## config.mk

```make
export PLATFORM = sky130hd
export DESIGN_NAME = complex_magnitude_peak
export DESIGN_NICKNAME = d
export VERILOG_FILES = /design/src/rtl/complex_magnitude_peak_pkg.sv /design/src/rtl/complex_magnitude_peak_peak_window_tracker.sv /design/src/rtl/complex_magnitude_peak.sv
export SDC_FILE = /design/constraint.sdc
export NUM_CORES = 1
export LEC_CHECK = 0
export ABC_AREA = 1
export BUFFER_PORTS_ARGS = -buffer_cell sky130_fd_sc_hd__buf_2
export CAP_MARGIN = 20
export CELL_PAD_IN_SITES_DETAIL_PLACEMENT = 1
export CELL_PAD_IN_SITES_GLOBAL_PLACEMENT = 1
export CORE_MARGIN = 10
export CORE_UTILIZATION = 45
export CTS_CLUSTER_DIAMETER = 100
export DETAILED_ROUTE_END_ITERATION = 10
export PLACE_DENSITY_LB_ADDON = 0.1
export SYNTH_ARGS = -nofsm -noshare
export SYNTH_HDL_FRONTEND = slang
export SYNTH_HIERARCHICAL = 1
export SYNTH_SLANG_ARGS = --single-unit
```

## constraint.sdc

```tcl
create_clock -name clock -period 3.79 [get_ports clock]
set_input_delay 0.5685 -clock clock [delete_from_list [all_inputs] [get_ports clock]]
set_output_delay 0.5685 -clock clock [all_outputs]
set_load 0.05 [all_outputs]
```

## src/rtl/complex_magnitude_peak_pkg.sv

```systemverilog
// Shared definitions for the complex magnitude / peak detector slice.
//  - MAG_* : run-time approximation mode encodings carried on the mode port
//  - mag_width() : width of the unsigned magnitude estimate for a given sample width
package complex_magnitude_peak_pkg;

  localparam logic [1:0] MAG_ABS_RE    = 2'd0;  // |Re|
  localparam logic [1:0] MAG_L1        = 2'd1;  // max + min
  localparam logic [1:0] MAG_AMBM_HALF = 2'd2;  // max + min/2
  localparam logic [1:0] MAG_AMBM_38   = 2'd3;  // max + min/4 + min/8

  // One extra bit holds max+min of two DW-bit magnitudes without overflow.
  function automatic int mag_width(input int dw);
    return dw + 1;
  endfunction

endpackage

```

## src/rtl/complex_magnitude_peak_peak_window_tracker.sv

```systemverilog
// Windowed peak tracker: counts WINDOW_LEN valid samples, remembers the largest
// one (earliest index on ties) and pulses peakValid for one cycle the cycle after
// the window's last sample, loading peakOut/peakIndex, which then hold.
// Ports:
//  clock, resetN          clock / async active-low reset
//  valid, data            sample stream to track
//  clear                  synchronous window restart; a coincident sample is dropped
//  peakValid              one-cycle window-complete pulse
//  peakOut, peakIndex     peak value and its 0-based position in the window
module peak_window_tracker
  import complex_magnitude_peak_pkg::*;
#(
  parameter int WIDTH       = 19,
  parameter int WINDOW_LEN  = 64,
  parameter int INDEX_WIDTH = 6
) (
  input  logic                   clock,
  input  logic                   resetN,
  input  logic                   valid,
  input  logic [WIDTH-1:0]       data,
  input  logic                   clear,
  output logic                   peakValid,
  output logic [WIDTH-1:0]       peakOut,
  output logic [INDEX_WIDTH-1:0] peakIndex
);

  localparam logic [INDEX_WIDTH-1:0] LAST = INDEX_WIDTH'(WINDOW_LEN - 1);

  logic [INDEX_WIDTH-1:0] cnt;
  logic [WIDTH-1:0]       curMax;
  logic [INDEX_WIDTH-1:0] curIdx;

  logic                   take;
  logic [WIDTH-1:0]       nxtMax;
  logic [INDEX_WIDTH-1:0] nxtIdx;

  // First sample of a window always loads; afterwards only a strictly larger
  // value replaces the held one so ties keep the earliest index.
  always_comb begin
    take   = (cnt == '0) || (data > curMax);
    nxtMax = take ? data : curMax;
    nxtIdx = take ? cnt  : curIdx;
  end

  always_ff @(posedge clock or negedge resetN) begin
    if (!resetN) begin
      cnt       <= '0;
      curMax    <= '0;
      curIdx    <= '0;
      peakValid <= 1'b0;
      peakOut   <= '0;
      peakIndex <= '0;
    end else begin
      peakValid <= 1'b0;
      if (clear) begin
        cnt    <= '0;
        curMax <= '0;
        curIdx <= '0;
      end else if (valid) begin
        if (cnt == LAST) begin
          // last sample takes part in the comparison, then the tracker restarts
          peakValid <= 1'b1;
          peakOut   <= nxtMax;
          peakIndex <= nxtIdx;
          cnt       <= '0;
          curMax    <= '0;
          curIdx    <= '0;
        end else begin
          cnt    <= cnt + 1'b1;
          curMax <= nxtMax;
          curIdx <= nxtIdx;
        end
      end
    end
  end

endmodule

```

## src/rtl/complex_magnitude_peak.sv

```systemverilog
// Pipelined magnitude estimator for complex I/Q samples with four selectable
// approximations, followed by a windowed peak detector.
// Ports:
//  clock, resetN                 clock / async active-low reset
//  dataInValid, dataInRe/Im      signed input sample, qualified by dataInValid
//  mode                          approximation select, travels with its sample
//  windowClear                   synchronous restart of the peak window
//  dataOutValid, dataOut         magnitude estimate, 3 cycles after input; 0 when not valid
//  peakValid, peakOut, peakIndex per-window peak report
module complex_magnitude_peak
  import complex_magnitude_peak_pkg::*;
#(
  parameter int DATA_WIDTH  = 18,
  parameter int WINDOW_LEN  = 64,
  parameter int INDEX_WIDTH = 6
) (
  input  logic                        clock,
  input  logic                        resetN,
  input  logic                        dataInValid,
  input  logic [DATA_WIDTH-1:0]       dataInRe,
  input  logic [DATA_WIDTH-1:0]       dataInIm,
  input  logic [1:0]                  mode,
  input  logic                        windowClear,
  output logic                        dataOutValid,
  output logic [DATA_WIDTH:0]         dataOut,
  output logic                        peakValid,
  output logic [DATA_WIDTH:0]         peakOut,
  output logic [INDEX_WIDTH-1:0]      peakIndex
);

  localparam int OW     = mag_width(DATA_WIDTH);
  localparam int STAGES = 3;

  typedef struct packed {
    logic [DATA_WIDTH-1:0] re;   // |Re|
    logic [DATA_WIDTH-1:0] im;   // |Im|
    logic [1:0]            mode;
  } s1_t;

  typedef struct packed {
    logic [DATA_WIDTH-1:0] mx;
    logic [DATA_WIDTH-1:0] mn;
    logic [DATA_WIDTH-1:0] re;   // |Re| kept for the |Re|-only mode
    logic [1:0]            mode;
  } s2_t;

  logic [STAGES:1] vld_pipe;
  s1_t             s1, s1_d;
  s2_t             s2, s2_d;
  logic [OW-1:0]   mag;

  // S1: absolute values. Two's-complement negate in DW bits read as unsigned,
  // so the most negative input lands on 2^(DW-1) instead of saturating.
  always_comb begin
    s1_d.re   = dataInRe[DATA_WIDTH-1] ? (-dataInRe) : dataInRe;
    s1_d.im   = dataInIm[DATA_WIDTH-1] ? (-dataInIm) : dataInIm;
    s1_d.mode = mode;
  end

  // S2: sort; on a tie |Re| is taken as max
  always_comb begin
    s2_d.re   = s1.re;
    s2_d.mode = s1.mode;
    if (s1.re >= s1.im) begin
      s2_d.mx = s1.re;
      s2_d.mn = s1.im;
    end else begin
      s2_d.mx = s1.im;
      s2_d.mn = s1.re;
    end
  end

  // S3: approximation; shifts truncate, the extra output bit absorbs the carry
  always_comb begin
    mag = '0;
    case (s2.mode)
      MAG_ABS_RE:    mag = OW'(s2.re);
      MAG_L1:        mag = OW'(s2.mx) + OW'(s2.mn);
      MAG_AMBM_HALF: mag = OW'(s2.mx) + OW'(s2.mn >> 1);
      MAG_AMBM_38:   mag = OW'(s2.mx) + OW'(s2.mn >> 2) + OW'(s2.mn >> 3);
      default:       mag = '0;
    endcase
  end

  always_ff @(posedge clock or negedge resetN) begin
    if (!resetN) begin
      vld_pipe <= '0;
      s1       <= '0;
      s2       <= '0;
      dataOut  <= '0;
    end else begin
      vld_pipe <= {vld_pipe[STAGES-1:1], dataInValid};
      s1       <= s1_d;
      s2       <= s2_d;
      // output forced to zero on bubbles
      dataOut  <= vld_pipe[STAGES-1] ? mag : '0;
    end
  end

  assign dataOutValid = vld_pipe[STAGES];

  peak_window_tracker #(
    .WIDTH       (OW),
    .WINDOW_LEN  (WINDOW_LEN),
    .INDEX_WIDTH (INDEX_WIDTH)
  ) u_peak (
    .clock     (clock),
    .resetN    (resetN),
    .valid     (dataOutValid),
    .data      (dataOut),
    .clear     (windowClear),
    .peakValid (peakValid),
    .peakOut   (peakOut),
    .peakIndex (peakIndex)
  );

endmodule

```

==> Word-level counts from Yosys, hierarchy flattened <==
Index checks and enable logic that the tools add are counted.
{ "totals": {"ff_bits": 173, "output_inout_bits": 46, "word_cells": 53} }
{ "op_classes": {"addsub": 7, "magnitude_cmp": 2, "n_eq_ne": 4, "mux": 19, "bitwise_logic": 1, "n_reduce_logical": 5} }
{ "ops": {"columns": ["operator", "n"], "rows": [
  ["two-way mux 19 bit", 5],
  ["one-hot mux 19 bit (4 select lines)", 1],
  ["two-way mux 6 bit", 7],
  ["two-way mux 18 bit", 2],
  ["two-way mux 36 bit", 1],
  ["negation 18 bit", 2],
  ["adder 18 x 16 -> 19 bit", 1],
  ["adder 18 x 17 -> 19 bit", 1],
  ["adder 18 x 18 -> 19 bit", 1],
  ["adder 19 x 15 -> 19 bit", 1],
  ["> comparator 19 bit", 1],
  [">= comparator 18 bit", 1],
  ["adder 6 x 1 -> 6 bit (second input constant)", 1],
  ["equality test 6 bit (second input constant)", 1],
  ["logical NOT 6 bit", 1],
  ["equality test 2 bit (second input constant)", 2],
  ["two-way mux 1 bit", 3],
  ["AND reduction 3 bit", 1],
  ["equality test 2 x 1 -> 1 bit (second input constant)", 1],
  ["logical NOT 2 bit", 1],
  ["nonzero test 2 bit", 1],
  ["logical OR 1 bit", 1],
  ["inverter 1 bit", 1]
]} }

==> Longest topological paths before layout <==
{ "logic_depth": {"ltp_word": 6, "mapped_depth": 21, "depth_no_buf": 19} }

==> Hierarchy <==
Netlist, hierarchy kept.
{ "modules_own_cells": {"columns": ["mod", "instances", "cells_per_inst", "area_each_um2"], "rows": [
  ["complex_magnitude_peak", 1, 972, 7534.7],
  ["peak_window_tracker", 1, 430, 3276.9]
]} }

==> Worst setup path after synthesis <==
OpenSTA, ideal clock, no wires.
{ "synth_path": {"path_kind": "register to register", "from": "reg s2[0] in the netlist's numbering", "to": "reg dataOut[14]", "arrival_time_ps": 2581, "required_time_ps": 3677, "setup_slack_ps": 1097, "stages_incl_launch_ff": 22, "path_buffers": 2, "period_less_slack_ps": 2693, "cell_sequence": "dfrtp_1 -> inv_1 -> ha_1 -> clkbuf_1 -> clkbuf_1 -> nor2_1 -> a21oi_1 -> ha_1 -> inv_1 -> fa_1 -> inv_1 -> nand3_1 -> nand2_1 -> nand2_1 -> nand2_1 -> nand2_1 -> nand2_1 -> nand2_1 -> nand3_1 -> nand3_1 -> nand2_1 -> inv_1"} }
{ "synth_via": {"elab_chain_cells": 3, "word_cells_on_any_way": 6, "classes_between": "3 x eq/ne; 2 x mux; 1 x reduce/logical"} }
{ "synth_rtl": {"columns": ["item", "line_no", "text"], "rows": [
  ["start: declaration", "complex_magnitude_peak.sv:49", "s2_t s2, s2_d;"],
  ["start signal: assignment", "complex_magnitude_peak.sv:89", "s2 <= '0;"],
  ["start signal: assignment", "complex_magnitude_peak.sv:94", "s2 <= s2_d;"],
  ["equality test 2 bit, or another cell as far along", "complex_magnitude_peak.sv:76", "case (s2.mode)"],
  ["one-hot mux 19 bit (4 select lines) (*)", "complex_magnitude_peak.sv:76", null],
  ["two-way mux 19 bit (*)", "complex_magnitude_peak.sv:96", "dataOut <= vld_pipe[STAGES-1] ? mag : '0;"],
  ["end signal: assignment", "complex_magnitude_peak.sv:96", null],
  ["end: declaration", "complex_magnitude_peak.sv:25", "output logic [DATA_WIDTH:0] dataOut,"]
]} }
Mark *: on every way between the ends. The rest lies on a longest branch, timed or not.
A chain may end at the register's enable or synchronous reset.

==> Worst setup path after layout <==
Ends and elaborated chain as after synthesis.

==> results.md <==
* Status: completed
* Routed WL at 30010 um
* Fillers at 3042
* Worst hold slack at 0.2200 ns
* DR vias at 9188
* First-pass GRT wire length at 50110 um
* Final cell count without fillers at 1814
* Synth area leader: dfrtp_1
* CP endpoint kind: flop
* Residual DRC at 0
* Post-layout power at 0.008165 W
* Initial Utilization at 45.92%
* CTS hold repair buffers at 0
* Register Area at 0.004329 mm^2
* Hold Vio Cnt, Final at 0
* Register area share after synthesis at 40.04%
* Largest net degree at the start of global routing at 111
* Die area at 0.03063 mm^2
* Dpl cells at 1782
* Slowest cell on the critical path: ha_1
* CTS tree: yes
* Worst Path Required at 4.15 ns
* Synthesized area at 0.01081 mm^2
* Crit path largest cell delay at 0.45 ns
* Num rows at 56
* Total Routing Usage GR at 20.07%
* Max Clk Rate at 316.2 MHz
* Critical path type: flop to flop
* Synth warn at 6
* Area grow syn2layout at 11.72%
* Pre-Repair DR Iteration Count at 4
* Slew headroom at 34.60%
* I/O pin count at 88
* Post-route setup TNS at 0 ns
* Initial antenna violation count at 0
* Final setup violation count at 0
* Clock buffer depth at 2
* CTS sink count at 173
* Worst EP arrival at 3.53 ns
* Yosys cell types at 44
* Synthesized area per cell at 7.712 um^2
* Core Footprint at 0.02354 mm^2
* Antenna cells at 0
* Yosys reg bits at 173
* Crit-path cells: inv_1 -> ha_1 -> buf_4 -> mux2_2 -> ha_1 -> nand2_1 -> inv_1 -> a21oi_1 -> nor2_1 -> nor2_1 -> nand2_1 -> nand2_1 -> nand3_1 -> nand3_1 -> nand2_1 -> inv_1
* Clock slew at reported path FFs at 0.08 ns
* Hold crit path type: primary input to async pin
* Leakage at 6.600 nW
* Top cell type's share of synthesized area at 40.04%
* Dpl hpwl at 23090 um
* H-tree levels at 4
* WL/cell at 16.55 um
* Final Slew Violations at 0
* Clock latency on the worst-skew pair at 0.43 ns
* Num CTS Buffers at 17
* Post-cts resize count at 0
* Area of the multi-input gates at 0.005445 mm^2
* Port Buffers at 87
* VDD IR-drop max at 0.0003413 V
* DIE WIDTH at 175 um
* Min cycle time layout at 3.162 ns
* Final instance area at 0.01208 mm^2
* Layout cell share with drive strength beyond 1 at 10.90%
* Main area contributors after synthesis: dfrtp_1 40%, nand2_1 13%, ha_1 9.3%
* Final period utilization at 83.44%
* Max capacitance violation total at 0
* Syn nets at 1541
* Slew at the pin with the worst max-slew slack at 0.9810 ns
* Clk_skew at 0.01684 ns
* Postcts setup bufs at 0
* Final nets at 1621
* CP Launch Type: flop
* Final ANT Viol Nets at 0
* Pwr dens at 676.0 mW/mm^2
* Mapped Cells at 1402
* Cell area after placement at 0.01150 mm^2
* Grt ovf at 0
* RSZ-0062 raised after global routing: false
* Die Span Y at 175 um
* Vias in the first global route at 10070
* CTS Root Cell: clkbuf_16
* CP max FO at 20
* Crit path top cell by count: nand2_1
* RD Place Congestion at 0.8393
* DR vias/cell at 5.065
* Initial drt markers at 537
## cells by family (layout without fill, tap and decap cells)
logic type | count (synthesis) | count (layout) | synth area share, %
muxes | 1 | 1 | 0.1041
xor gates and xnor gates | 28 | 28 | 2.268
AOI/OAI and AO/OA | 177 | 177 | 8.564
DFF | 173 | 173 | 40.04
and+or+nand+nor | 676 | 676 | 27.02
adders and majority gates | 97 | 97 | 12.41
buffers and inverters | 250 | 343 | 9.594
## Yosys cell counts, drive strengths merged
cell type	number
clkinv	2
mux2	1
o21bai	1
o221a	1
or2	5
xnor2	4
o211ai	2
and2	4
nand4	9
o21a	1
a31oi	6
inv	214
nor2	105
nor4	4
dfrtp	173
clkbuf	17
a21oi	74
o21ai	89
nand3	146
nand3b	5
ha	80
buf	17
nand2	384
a21o	3
xor2	24
nor3	14
fa	17
## worst max-delay path: cells and delay by family (launching register included)
family | cells | cell delay, ns
AND/OR/NAND/NOR | 8 | 0.81
adder cells (fa/ha/maj) | 2 | 0.79
buffers and inverters | 4 | 0.50
flip-flops | 1 | 0.38
multiplexers | 1 | 0.36
AO/OA/AOI/OAI | 1 | 0.25
## through the flow
stage | util (%) | worst slack (ns)
after floorplan | - | 1.097
after global placement | 48.85 | 0.8132
after detailed placement | 48.85 | 0.6935
after CTS | 51.31 | 0.6381
after global routing | 51.31 | 0.3454
final | 51.31 | 0.6276
## worst paths after layout
kind / cells after the start / end / slack (ns) / from
setup / recovery: 16 / dataOut[14] / 0.63 / s2[0]
hold / removal: 1 / u_peak/peakOut[1] / 0.22 / resetN
setup reg to reg: 16 / dataOut[14] / 0.63 / s2[0]
hold reg to reg: 0 / s2[1] / 0.35 / s1[1]
max in group asynchronous: 2 / dataOut[8] / 2.74 / resetN
min in group clock: 1 / s1[0] / 0.24 / mode[0]
## placed cells by master, fill, tap and decap left out, drive strengths merged
cell type / Yosys / routed
clkinv: 2 / 9
nand4: 9 / 9
and2: 4 / 4
xnor2: 4 / 4
o21a: 1 / 1
nand3b: 5 / 5
clkinvlp: 0 / 1
nand3: 146 / 146
a21o: 3 / 3
o221a: 1 / 1
nand2: 384 / 384
ha: 80 / 80
nor4: 4 / 4
nor2: 105 / 105
fa: 17 / 17
mux2: 1 / 1
o21bai: 1 / 1
dfrtp: 173 / 173
o21ai: 89 / 89
a21oi: 74 / 74
o211ai: 2 / 2
or2: 5 / 5
inv: 214 / 221
buf: 17 / 95
nor3: 14 / 14
xor2: 24 / 24
clkbuf: 17 / 17
a31oi: 6 / 6
## registers in the layout, indices dropped and copies added, names as in the netlist
register          cells
u_peak/peakIndex      6
u_peak/peakOut       19
s1                   38
u_peak/peakValid      1
vld_pipe              3
u_peak/cnt            6
dataOut              19
u_peak/curMax        19
u_peak/curIdx         6
s2                   56
## where the power goes
| part | switching (W) | total (W) | internal [W] |
|---|---|---|---|
| Clock | 0.000839 | 0.00172 | 0.000877 |
| Sequential | 0.000278 | 0.00239 | 0.00212 |
| Combinational | 0.00275 | 0.00405 | 0.00130 |
| Total | 0.00387 | 0.00817 | 0.00429 |
## per-layer routing
layer	part of all wire [%]	up-vias	track usage, %
met5	0	-	0
met4	1.5	0	6.111
met3	2.4	27	2.651
met2	51	121	36.51
met1	45	4419	24.01
li1	-	4621	-
## cell type report
class	instances	area share, %
clock buffer	17	3.522
clock inverter	15	1.264
inverter	216	6.733
multi-input combinational	979	45.08
sequential	173	35.84
tap	319	3.304
timing repair buffer	95	4.257
(Power assumes the default switching activity.)
